--- config.mk ---
export PLATFORM = sky130hd
export DESIGN_NAME = sobel_edge_stats_flat
export DESIGN_NICKNAME = d
export VERILOG_FILES = /design/src/rtl/sobel_pkg.sv /design/src/rtl/sobel_edge_stats_if.sv /design/src/rtl/sobel_bbox_acc.sv /design/src/rtl/sobel_edge_stats.sv /design/src/flat_wrapper.sv
export SDC_FILE = /design/constraint.sdc
export NUM_CORES = 1
export LEC_CHECK = 0
export ABC_CLOCK_PERIOD_IN_PS = 2880
export CAP_MARGIN = 20
export CORE_MARGIN = 5
export CORE_UTILIZATION = 35
export CTS_CLUSTER_DIAMETER = 120
export CTS_CLUSTER_SIZE = 20
export DETAILED_ROUTE_END_ITERATION = 10
export SYNTH_ARGS = -nofsm -noshare
export SYNTH_HDL_FRONTEND = slang
export SYNTH_SLANG_ARGS = --single-unit
--- constraint.sdc ---
create_clock -name clk -period 2.88 [get_ports clk]
set_input_delay 0.288 -clock clk [delete_from_list [all_inputs] [get_ports clk]]
set_output_delay 0.288 -clock clk [all_outputs]
set_load 0.02 [all_outputs]
--- src/rtl/sobel_pkg.sv ---
// sobel_pkg: shared definitions for the Sobel edge statistics slice.
//   - default frame geometry and datapath widths
//   - coordinate width and the "empty bounding box" sentinel
//   - FSM state encoding for frame tracking
package sobel_pkg;

  localparam int DEF_COLNUM = 1920;  // active columns
  localparam int DEF_ROWNUM = 1080;  // active rows
  localparam int DEF_MAG_W  = 11;    // gradient magnitude / threshold width
  localparam int DEF_CNT_W  = 22;    // edge counter width, holds COLNUM*ROWNUM

  localparam int COORD_W = 12;

  // Min registers start here so the first edge always wins the compare.
  localparam logic [COORD_W-1:0] BBOX_EMPTY = 12'hFFF;

  typedef enum logic {
    IDLE  = 1'b0,
    ACCUM = 1'b1
  } state_t;

endpackage

--- src/rtl/sobel_edge_stats_if.sv ---
// sobel_edge_stats_if: frame-statistics result port (valid/ready).
//   stat_valid     result available (producer -> consumer)
//   stat_ready     consumer accepts the result
//   stat_edge_cnt  edge pixels in the frame
//   stat_x_min/x_max/y_min/y_max  edge bounding box
//   stat_overrun   previous result was overwritten before being read
// master = statistics producer, slave = control/readout consumer.
interface sobel_edge_stats_if
  import sobel_pkg::*;
#(
  parameter int CNT_W = DEF_CNT_W
);

  logic               stat_valid;
  logic               stat_ready;
  logic [CNT_W-1:0]   stat_edge_cnt;
  logic [COORD_W-1:0] stat_x_min;
  logic [COORD_W-1:0] stat_x_max;
  logic [COORD_W-1:0] stat_y_min;
  logic [COORD_W-1:0] stat_y_max;
  logic               stat_overrun;

  modport master (
    output stat_valid, stat_edge_cnt, stat_x_min, stat_x_max,
           stat_y_min, stat_y_max, stat_overrun,
    input  stat_ready
  );

  modport slave (
    input  stat_valid, stat_edge_cnt, stat_x_min, stat_x_max,
           stat_y_min, stat_y_max, stat_overrun,
    output stat_ready
  );

endinterface

--- src/rtl/sobel_bbox_acc.sv ---
// sobel_bbox_acc: per-frame edge count and bounding-box accumulator.
//   clk, rst_n  clock / asynchronous active-low reset
//   clr         restart accumulation (empty box, zero count)
//   upd         apply an edge at (x, y); combines with clr as "clear, then apply"
//   x, y        edge coordinate
//   *_nxt       accumulator contents including this cycle's clr/upd, so the
//               caller can capture a final result in the same cycle as the
//               last update
module sobel_bbox_acc
  import sobel_pkg::*;
#(
  parameter int CNT_W = DEF_CNT_W
) (
  input  logic               clk,
  input  logic               rst_n,
  input  logic               clr,
  input  logic               upd,
  input  logic [COORD_W-1:0] x,
  input  logic [COORD_W-1:0] y,
  output logic [CNT_W-1:0]   cnt_nxt,
  output logic [COORD_W-1:0] x_min_nxt,
  output logic [COORD_W-1:0] x_max_nxt,
  output logic [COORD_W-1:0] y_min_nxt,
  output logic [COORD_W-1:0] y_max_nxt
);

  logic [CNT_W-1:0]   cnt_reg;
  logic [COORD_W-1:0] x_min_reg, x_max_reg, y_min_reg, y_max_reg;

  // Starting point for this cycle: either the running values or an empty box.
  logic [CNT_W-1:0]   cnt_base;
  logic [COORD_W-1:0] x_min_base, x_max_base, y_min_base, y_max_base;

  always_comb begin
    cnt_base   = clr ? '0         : cnt_reg;
    x_min_base = clr ? BBOX_EMPTY : x_min_reg;
    x_max_base = clr ? '0         : x_max_reg;
    y_min_base = clr ? BBOX_EMPTY : y_min_reg;
    y_max_base = clr ? '0         : y_max_reg;

    cnt_nxt   = cnt_base;
    x_min_nxt = x_min_base;
    x_max_nxt = x_max_base;
    y_min_nxt = y_min_base;
    y_max_nxt = y_max_base;

    if (upd) begin
      // Saturate rather than wrap so a huge frame never reports a small count.
      if (cnt_base != '1) cnt_nxt = cnt_base + CNT_W'(1);
      if (x < x_min_base) x_min_nxt = x;
      if (x > x_max_base) x_max_nxt = x;
      if (y < y_min_base) y_min_nxt = y;
      if (y > y_max_base) y_max_nxt = y;
    end
  end

  always_ff @(posedge clk or negedge rst_n) begin
    if (!rst_n) begin
      cnt_reg   <= '0;
      x_min_reg <= BBOX_EMPTY;
      x_max_reg <= '0;
      y_min_reg <= BBOX_EMPTY;
      y_max_reg <= '0;
    end else begin
      cnt_reg   <= cnt_nxt;
      x_min_reg <= x_min_nxt;
      x_max_reg <= x_max_nxt;
      y_min_reg <= y_min_nxt;
      y_max_reg <= y_max_nxt;
    end
  end

endmodule

--- src/rtl/sobel_edge_stats.sv ---
// sobel_edge_stats: thresholds the Sobel gradient into a binary edge stream
// and publishes per-frame edge statistics at end of frame.
//   clk, rst_n              clock / asynchronous active-low reset
//   in_valid, pos_valid     beat strobe and "inside active frame" flag
//   a22_x, a22_y            corrected pixel position
//   grad_mag, threshold     gradient magnitude and edge threshold
//   edge_valid/bit/x/y      registered edge stream (1-cycle latency)
//   stat                    frame result port (valid/ready, master side)
// Frame tracking only starts on the origin beat (0,0), so a reset mid-frame
// stays silent until the next frame begins.
module sobel_edge_stats
  import sobel_pkg::*;
#(
  parameter int RAW_FRAME_COLNUM = DEF_COLNUM,
  parameter int RAW_FRAME_ROWNUM = DEF_ROWNUM,
  parameter int MAG_W            = DEF_MAG_W,
  parameter int CNT_W            = DEF_CNT_W
) (
  input  logic               clk,
  input  logic               rst_n,
  input  logic               in_valid,
  input  logic               pos_valid,
  input  logic [COORD_W-1:0] a22_x,
  input  logic [COORD_W-1:0] a22_y,
  input  logic [MAG_W-1:0]   grad_mag,
  input  logic [MAG_W-1:0]   threshold,
  output logic               edge_valid,
  output logic               edge_bit,
  output logic [COORD_W-1:0] edge_x,
  output logic [COORD_W-1:0] edge_y,
  sobel_edge_stats_if.master stat
);

  localparam logic [COORD_W-1:0] LAST_X = COORD_W'(RAW_FRAME_COLNUM - 1);
  localparam logic [COORD_W-1:0] LAST_Y = COORD_W'(RAW_FRAME_ROWNUM - 1);

  state_t           state_reg, state_next;
  logic [MAG_W-1:0] thr_reg;

  logic             qbeat, origin, last_beat, process, is_edge, frame_done;
  logic [MAG_W-1:0] thr_eff;

  logic [CNT_W-1:0]   acc_cnt;
  logic [COORD_W-1:0] acc_x_min, acc_x_max, acc_y_min, acc_y_max;

  always_comb begin
    qbeat     = in_valid && pos_valid;
    origin    = qbeat && (a22_x == '0) && (a22_y == '0);
    last_beat = qbeat && (a22_x == LAST_X) && (a22_y == LAST_Y);
    // In IDLE only the origin beat gets through; in ACCUM every qualified beat.
    process   = origin || ((state_reg == ACCUM) && qbeat);
    // The origin beat has to be judged against the threshold being latched
    // on this very cycle, not the previous frame's.
    thr_eff   = origin ? threshold : thr_reg;
    is_edge   = grad_mag >= thr_eff;
    frame_done = process && last_beat;
  end

  // Next-state logic
  always_comb begin
    state_next = state_reg;
    if (frame_done)  state_next = IDLE;
    else if (origin) state_next = ACCUM;
  end

  always_ff @(posedge clk or negedge rst_n) begin
    if (!rst_n) begin
      state_reg <= IDLE;
      thr_reg   <= '0;
    end else begin
      state_reg <= state_next;
      if (origin) thr_reg <= threshold;
    end
  end

  // Edge stream: data registers only move on processed beats.
  always_ff @(posedge clk or negedge rst_n) begin
    if (!rst_n) begin
      edge_valid <= 1'b0;
      edge_bit   <= 1'b0;
      edge_x     <= '0;
      edge_y     <= '0;
    end else begin
      edge_valid <= process;
      if (process) begin
        edge_bit <= is_edge;
        edge_x   <= a22_x;
        edge_y   <= a22_y;
      end
    end
  end

  sobel_bbox_acc #(
    .CNT_W (CNT_W)
  ) u_acc (
    .clk       (clk),
    .rst_n     (rst_n),
    .clr       (origin),
    .upd       (process && is_edge),
    .x         (a22_x),
    .y         (a22_y),
    .cnt_nxt   (acc_cnt),
    .x_min_nxt (acc_x_min),
    .x_max_nxt (acc_x_max),
    .y_min_nxt (acc_y_min),
    .y_max_nxt (acc_y_max)
  );

  // Result hand-off. A load always wins over an accept; overrun is flagged
  // only when the previous result was still pending and not taken this cycle.
  always_ff @(posedge clk or negedge rst_n) begin
    if (!rst_n) begin
      stat.stat_valid    <= 1'b0;
      stat.stat_overrun  <= 1'b0;
      stat.stat_edge_cnt <= '0;
      stat.stat_x_min    <= BBOX_EMPTY;
      stat.stat_x_max    <= '0;
      stat.stat_y_min    <= BBOX_EMPTY;
      stat.stat_y_max    <= '0;
    end else if (frame_done) begin
      stat.stat_valid    <= 1'b1;
      stat.stat_overrun  <= stat.stat_valid && !stat.stat_ready;
      stat.stat_edge_cnt <= acc_cnt;
      stat.stat_x_min    <= acc_x_min;
      stat.stat_x_max    <= acc_x_max;
      stat.stat_y_min    <= acc_y_min;
      stat.stat_y_max    <= acc_y_max;
    end else if (stat.stat_valid && stat.stat_ready) begin
      stat.stat_valid <= 1'b0;
    end
  end

endmodule

--- src/flat_wrapper.sv ---
// flat-port wrapper written by rule: the top's interface ports become plain ports
module sobel_edge_stats_flat import sobel_pkg::*;
#(
  parameter int RAW_FRAME_COLNUM = DEF_COLNUM,
  parameter int RAW_FRAME_ROWNUM = DEF_ROWNUM,
  parameter int MAG_W            = DEF_MAG_W,
  parameter int CNT_W            = DEF_CNT_W
)
  (clk, rst_n, in_valid, pos_valid, a22_x, a22_y, grad_mag, threshold, edge_valid, edge_bit, edge_x, edge_y, stat_stat_valid, stat_stat_edge_cnt, stat_stat_x_min, stat_stat_x_max, stat_stat_y_min, stat_stat_y_max, stat_stat_overrun, stat_stat_ready);
  sobel_edge_stats_if #(.CNT_W(CNT_W)) stat_i ();
  input  logic clk;
  input  logic rst_n;
  input  logic in_valid;
  input  logic pos_valid;
  input  logic [COORD_W-1:0] a22_x;
  input  logic [COORD_W-1:0] a22_y;
  input  logic [MAG_W-1:0] grad_mag;
  input  logic [MAG_W-1:0] threshold;
  output logic edge_valid;
  output logic edge_bit;
  output logic [COORD_W-1:0] edge_x;
  output logic [COORD_W-1:0] edge_y;
  output wire logic [$bits(stat_i.stat_valid)-1:0] stat_stat_valid;
  output wire logic [$bits(stat_i.stat_edge_cnt)-1:0] stat_stat_edge_cnt;
  output wire logic [$bits(stat_i.stat_x_min)-1:0] stat_stat_x_min;
  output wire logic [$bits(stat_i.stat_x_max)-1:0] stat_stat_x_max;
  output wire logic [$bits(stat_i.stat_y_min)-1:0] stat_stat_y_min;
  output wire logic [$bits(stat_i.stat_y_max)-1:0] stat_stat_y_max;
  output wire logic [$bits(stat_i.stat_overrun)-1:0] stat_stat_overrun;
  input wire logic [$bits(stat_i.stat_ready)-1:0] stat_stat_ready;
  assign stat_stat_valid = stat_i.stat_valid;
  assign stat_stat_edge_cnt = stat_i.stat_edge_cnt;
  assign stat_stat_x_min = stat_i.stat_x_min;
  assign stat_stat_x_max = stat_i.stat_x_max;
  assign stat_stat_y_min = stat_i.stat_y_min;
  assign stat_stat_y_max = stat_i.stat_y_max;
  assign stat_stat_overrun = stat_i.stat_overrun;
  assign stat_i.stat_ready = stat_stat_ready;
  sobel_edge_stats #(.RAW_FRAME_COLNUM(RAW_FRAME_COLNUM), .RAW_FRAME_ROWNUM(RAW_FRAME_ROWNUM), .MAG_W(MAG_W), .CNT_W(CNT_W)) u_core (.clk(clk), .rst_n(rst_n), .in_valid(in_valid), .pos_valid(pos_valid), .a22_x(a22_x), .a22_y(a22_y), .grad_mag(grad_mag), .threshold(threshold), .edge_valid(edge_valid), .edge_bit(edge_bit), .edge_x(edge_x), .edge_y(edge_y), .stat(stat_i));
endmodule
# == Word level (Yosys, flattened, before mapping) ==
# Index checks and enable logic that the tools add are counted.
# word_totals
register_bits,180
input_bits,51
out_inout_bits,98
wordCells,63
# classes
n_addsub,1
n_lt_le_gt_ge,5
n_eq_ne,3
mux,20
n_reduce_logical,16
# ops
op,n
12-bit 2-to-1 mux,12
22-bit 2-to-1 mux,3
"12-bit by 11-bit == test with 1-bit output, second input constant",2
12-bit greater-than comparator,2
12-bit logical NOT,2
12-bit < comparator,2
"22-bit by 1-bit adder with 22-bit output, second input constant",1
"22-bit inequality test, second input constant",1
11-bit greater-or-equal comparator,1
11-bit 2-to-1 mux,1
1-bit logical AND,10
1-bit 2-to-1 mux,4
2-bit nonzero test,2
1-bit logical NOT,1
1-bit logical OR,1

# == Longest topological paths before layout ==
# logic_depth
word_depth,7
ltp_mapped,20
mapped_depth_nobuf,13

# == Cells and area by module ==
# A second synthesis with hierarchy kept.
# hier_totals
cells_unflattened,833
hier_area_um2,9531.6
# modules_own_cells
module,instances,cells_each,area_each_um2,seq_area_each_um2
sobel_bbox_acc,1,543,4956.0,1781.7
sobel_edge_stats,1,290,4575.6,2782.7

# == Worst setup path before layout ==
# Ideal clock, no wire load.
# synth_path
kind,input-to-reg
from,input a22_x[7]
to,register u_core.stat.stat_x_max[11]
setup_ns,0.095
t_arrival_ns,4.096
t_required_ns,2.785
setup_slack_ns,-1.311
stages,20
path_buffers,7
cell_sequence,nor4_2 > nand3_1 > clkbuf_1 > or2_2 > clkbuf_1 > clkbuf_1 > buf_1 > nand2_1 > nand2_1 > inv_1 > ha_1 > a2111oi_0 > o21ai_0 > a21oi_1 > or3_1 > buf_2 > buf_2 > clkbuf_1 > nor2_1 > o31ai_1
# synth_via
elab_chain_len,7
word_cells_on_any_way,15
cone_classes,order compare: 2; eq/ne: 1; mux: 4; reduce/logical: 8
# synth_lines
item,line,rtl
from (decl),flat_wrapper.sv:15,input logic [COORD_W-1:0] a22_x;
12-bit logical NOT,sobel_edge_stats.sv:48,origin = qbeat && (a22_x == '0) && (a22_y == '0);
1-bit logical AND (2 in series),sobel_edge_stats.sv:48,
11-bit 2-to-1 mux,sobel_edge_stats.sv:54,thr_eff = origin ? threshold : thr_reg;
via u_core.thr_eff[8],sobel_edge_stats.sv:41,logic [MAG_W-1:0] thr_eff;
11-bit greater-or-equal comparator,sobel_edge_stats.sv:55,is_edge = grad_mag >= thr_eff;
1-bit logical AND,sobel_edge_stats.sv:99,".upd (process && is_edge),"
12-bit 2-to-1 mux,sobel_bbox_acc.sv:47,if (upd) begin
to (signal assigned),sobel_edge_stats.sv:125,stat.stat_x_max <= acc_x_max;
to (decl),sobel_edge_stats_if.sv:24,"output stat_valid, stat_edge_cnt, stat_x_min, stat_x_max,"
# The timed path passes the listed nets, and every way through them passes these cells.
# A chain may end at the register's enable or synchronous reset.

# == Worst setup path after layout ==
# layout_path
from,input a22_y[7]
to,register u_core.stat.stat_edge_cnt[17]
# layout_via
elab_chain_len,6
word_cells_on_any_way,14
cone_classes,add/sub: 1; order compare: 1; eq/ne: 2; mux: 4; reduce/logical: 6
# layout_lines
item,line,rtl
from (decl),flat_wrapper.sv:16,input logic [COORD_W-1:0] a22_y;
12-bit logical NOT,sobel_edge_stats.sv:48,
1-bit logical AND,sobel_edge_stats.sv:48,
22-bit 2-to-1 mux or 11-bit 2-to-1 mux (tied branches),"sobel_bbox_acc.sv:35, sobel_edge_stats.sv:54",
"22-bit by 1-bit adder with 22-bit output, or another cell as far along",sobel_bbox_acc.sv:49,if (cnt_base != '1) cnt_nxt = cnt_base + CNT_W'(1);
22-bit 2-to-1 mux or 1-bit logical AND (tied branches),"sobel_bbox_acc.sv:49, sobel_edge_stats.sv:99",
22-bit 2-to-1 mux,sobel_bbox_acc.sv:47,
to (signal assigned),sobel_edge_stats.sv:123,stat.stat_edge_cnt <= acc_cnt;
to (decl),sobel_edge_stats_if.sv:24,
# Several ways; a longest one is shown, not always the timed one.

==> impl_results.md <==
* Post-detail-place hpwl at about 21 mm
* Post-layout min period at 3190 ps
* Gr ovfl total at 0
* CTS tree: built
* Fin crit share at 111%
* Commonest non-fill, non-tap cell in the layout: buf_4
* Post-synth cell types at 60
* Syn Inst Count at about 950
* Multiplexer area fraction after synthesis at about 6.8%
* TNS Setup at -19,900 ps
* Pint at between 0.003 and 0.004 W
* Initial antenna violation count at 0
* Vias after detailed routing at 8,741
* NetSw at roughly 0.0014 W
* Slew HR at a little under three fifths
* Setup violators final at between 100 and 150
* Clk_skew at approximately 13 ps
* Num CTS Buffers at 17
* Slowest cell on the critical path: or4_4
* I/O pin count at 149
* Seq/Total Area, Yosys at ~49%
* Area of the multi-input gates at between 5000 and 6000 um^2
* Pin count of the biggest net entering global routing at 68
* DRC at 0
* GRT Total Usage at around a fifth
* Die Wd at ~170 um
* Cell mode on critical path: buf_12
* Hold_ws at between 300 and 400 ps
* Seq cells post-synth at 180
* Synth Area in Simple Gates at between 10% and 20%
* Mapped Nets at 1,057
* H-Tree Depth at 4
* Worst Hold Class: in -> reg
* TritonRoute pass-1 iters at 5
* Max VDD drop at roughly 0.00036 V
* WL/cell at a little under 20 um
* Worst path bufs/invs at 4
* Overall die height at around 170 um
* Port Buffer Count at 148
* Worst Tran Pin Value at approximately 660 ps
* # diodes at 0
* Slew Viols, Final at 0
* Comb power frac at 7.8%
* Layout area overhead at 57.9%
* Layout cells sized above 1 at a little over a third
* DRT iter0 DRCs at 534
* Clock transition at path regs at 80 ps
* Failing checks: negative setup slack
* Worst-path cell chain: clkdlybuf4s15_1 > nor4_4 > nand3_4 > nor2_4 > buf_12 > buf_12 > mux2i_4 > ha_2 > nor3b_2 > o21ai_1 > a21oi_2 > or3_4 > buf_12 > or4_4 > a31oi_4
* Crit path DAT at about 3600 ps
* CP Launch Type: input port
* Die ar. at between 30,000 and 40,000 um^2
* Hold Fails Final Rpt at 0
* DR vias/cell at approximately 5.4
* Clock power frac at between 40% and 50%
* PD cells at 362 nW/um^2
* Post-synthesis compound-gate area fraction at about 15%
* Post-synthesis xor/xnor area fraction at 0.186%
* Core area at between 20,000 and 30,000 um^2
* Post-synth ARST share at 100%
* Final WS setup at -308 ps
* Number of global-route vias before repair at around 8,900
* Design Power at 0.00538 W
* EDFF count, synth at 0
* Filler cells at between 2,000 and 2,500
* RSZ-0062 raised after global routing: true
* CP endpoint kind: register
* Clock Path Buffers at 2
* Mapped Avg Cell Area at a little under 10 um^2
* Largest family of logic cells by synthesized area: simple AND/OR/NAND/NOR gates
* First-pass GRT wire length at a little under 50 mm
* Switching Share at between 20% and 30%
* Max frequency at 314 MHz
* Seq. cell area at ~4600 um^2
* CP Data Required Time at approximately 3300 ps
* Synthesized area at approximately 9400 um^2
* Reg power frac at a little under half
* Initial Util at 35.2%
* Num Clock Sinks at 180
* Final ANT Viol Nets at 0
* Kind of cell adding the most delay to the critical path: simple AND/OR/NAND/NOR gates
* Leak Pwr at 6.32 nW
* Kind of critical path: in -> reg
* Synth Flop Type: dfrtp_1
* Final Wtd Congestion at roughly 0.85
* Cell Rows at 60
* Most frequent cells in the layout: buf_4, dfrtp_1, clkdlybuf4s50_1
* Crit Path Max Fanout at 14
* Maxcap violations at 0
* Routed wire length at 31.3 mm
* Clk_lat worst skew at about 440 ps
* Final nets at roughly 1,400
* Post-Synth Adder-Cell Area at under 10%
* CTS root buffer: clkbuf_16
* Yosys warns at 0
* Worst path max stage delay at approximately 550 ps
* Status: finished with violations
## per-layer routing
metal	global-route usage (%)	part of all wire [%]
met1	26.9	44
met4	6.17	2.5
met2	33.8	49
met3	3.59	4.2
met5	0	0
## worst min-delay path, cell delays in order
cell	delay, ps
buf_6	100
buf_4	150
inv_1	110
mux2i_1	90
## through the flow
| step | instance area (um^2) | utilization, % | setup slack [ps] | std cells |
|---|---|---|---|---|
| after floorplan | 9790 | - | -746 | 948 |
| after global placement | 12700 | 47.6 | -1420 | 1546 |
| after detailed placement | 12700 | 47.6 | -1530 | 1546 |
| after CTS | 14300 | 53.4 | -267 | 1620 |
| after global routing | 14900 | 55.6 | -418 | 1627 |
| final | 14900 | 55.6 | -308 | 1627 |
## power groups by stage
stage	sequential [W]	clock (W)	combinational, W
3_3_place_gp	0.00258	0	0.000359
2_1_floorplan	0.00258	0	0.000106
6_report	0.00253	0.00243	0.000419
3_5_place_dp	0.00258	0	0.000361
5_1_grt	0.00253	0.00257	0.000457
4_1_cts	0.00253	0.00247	0.000389
## cell usage after synthesis (21+ instances only)
library cell | number | area share, %
dfstp_2 | 48 | 13
nand4_1 | 30 | 2.0
dfrtp_1 | 132 | 35
nor2_1 | 65 | 2.6
a21oi_1 | 21 | 1.1
nand2_1 | 129 | 5.1
mux2i_1 | 63 | 6.7
o211ai_1 | 24 | 1.9
inv_1 | 44 | 1.8
o21ai_0 | 43 | 2.3
ha_1 | 58 | 7.7
clkbuf_1 | 45 | 1.8
## timing repair
item                       CTS  global route
resized for setup          190            96
hold endpoints to repair    60             0
gates cloned                12             0
hold buffers                 1             0
pin swaps                   48            27
setup endpoints to repair  141           141
buffers inserted            30            11
## worst paths after layout
kind	start	endpoint	slack (ps)	depth (start not counted)
setup / recovery	a22_y[7]	u_core.stat.stat_edge_cnt[17]	-310	15
hold / removal	a22_x[3]	u_core.u_acc.x_min_reg[3]	300	4
setup reg to reg	u_core.u_acc.cnt_reg[6]	u_core.stat.stat_edge_cnt[12]	230	8
hold reg to reg	u_core.stat.stat_y_max[9]	u_core.stat.stat_y_max[9]	480	2
max in group asynchronous	rst_n	u_core.u_acc.y_min_reg[8]	1610	3
min in group asynchronous	rst_n	u_core.stat.stat_valid	440	2
## logic make-up (layout without fill, tap and decap cells)
kind of cell,Yosys count,count (layout)
xor+xnor,2,2
fa+ha+maj,58,58
simple gates,340,343
mux,64,64
compound gates,196,196
flops,180,180
buf+inv,108,443
## layout make-up
| class | instances | area share (%) |
|---|---|---|
| well taps | 341 | 2.87 |
| multi-input cells | 663 | 37.4 |
| clock inverters | 15 | 1.24 |
| flip-flops and latches | 180 | 30.7 |
| inverters | 44 | 1.11 |
| repair buffers | 367 | 23.8 |
| clock buffers | 17 | 2.86 |
Power figures use the tool's default switching activity.
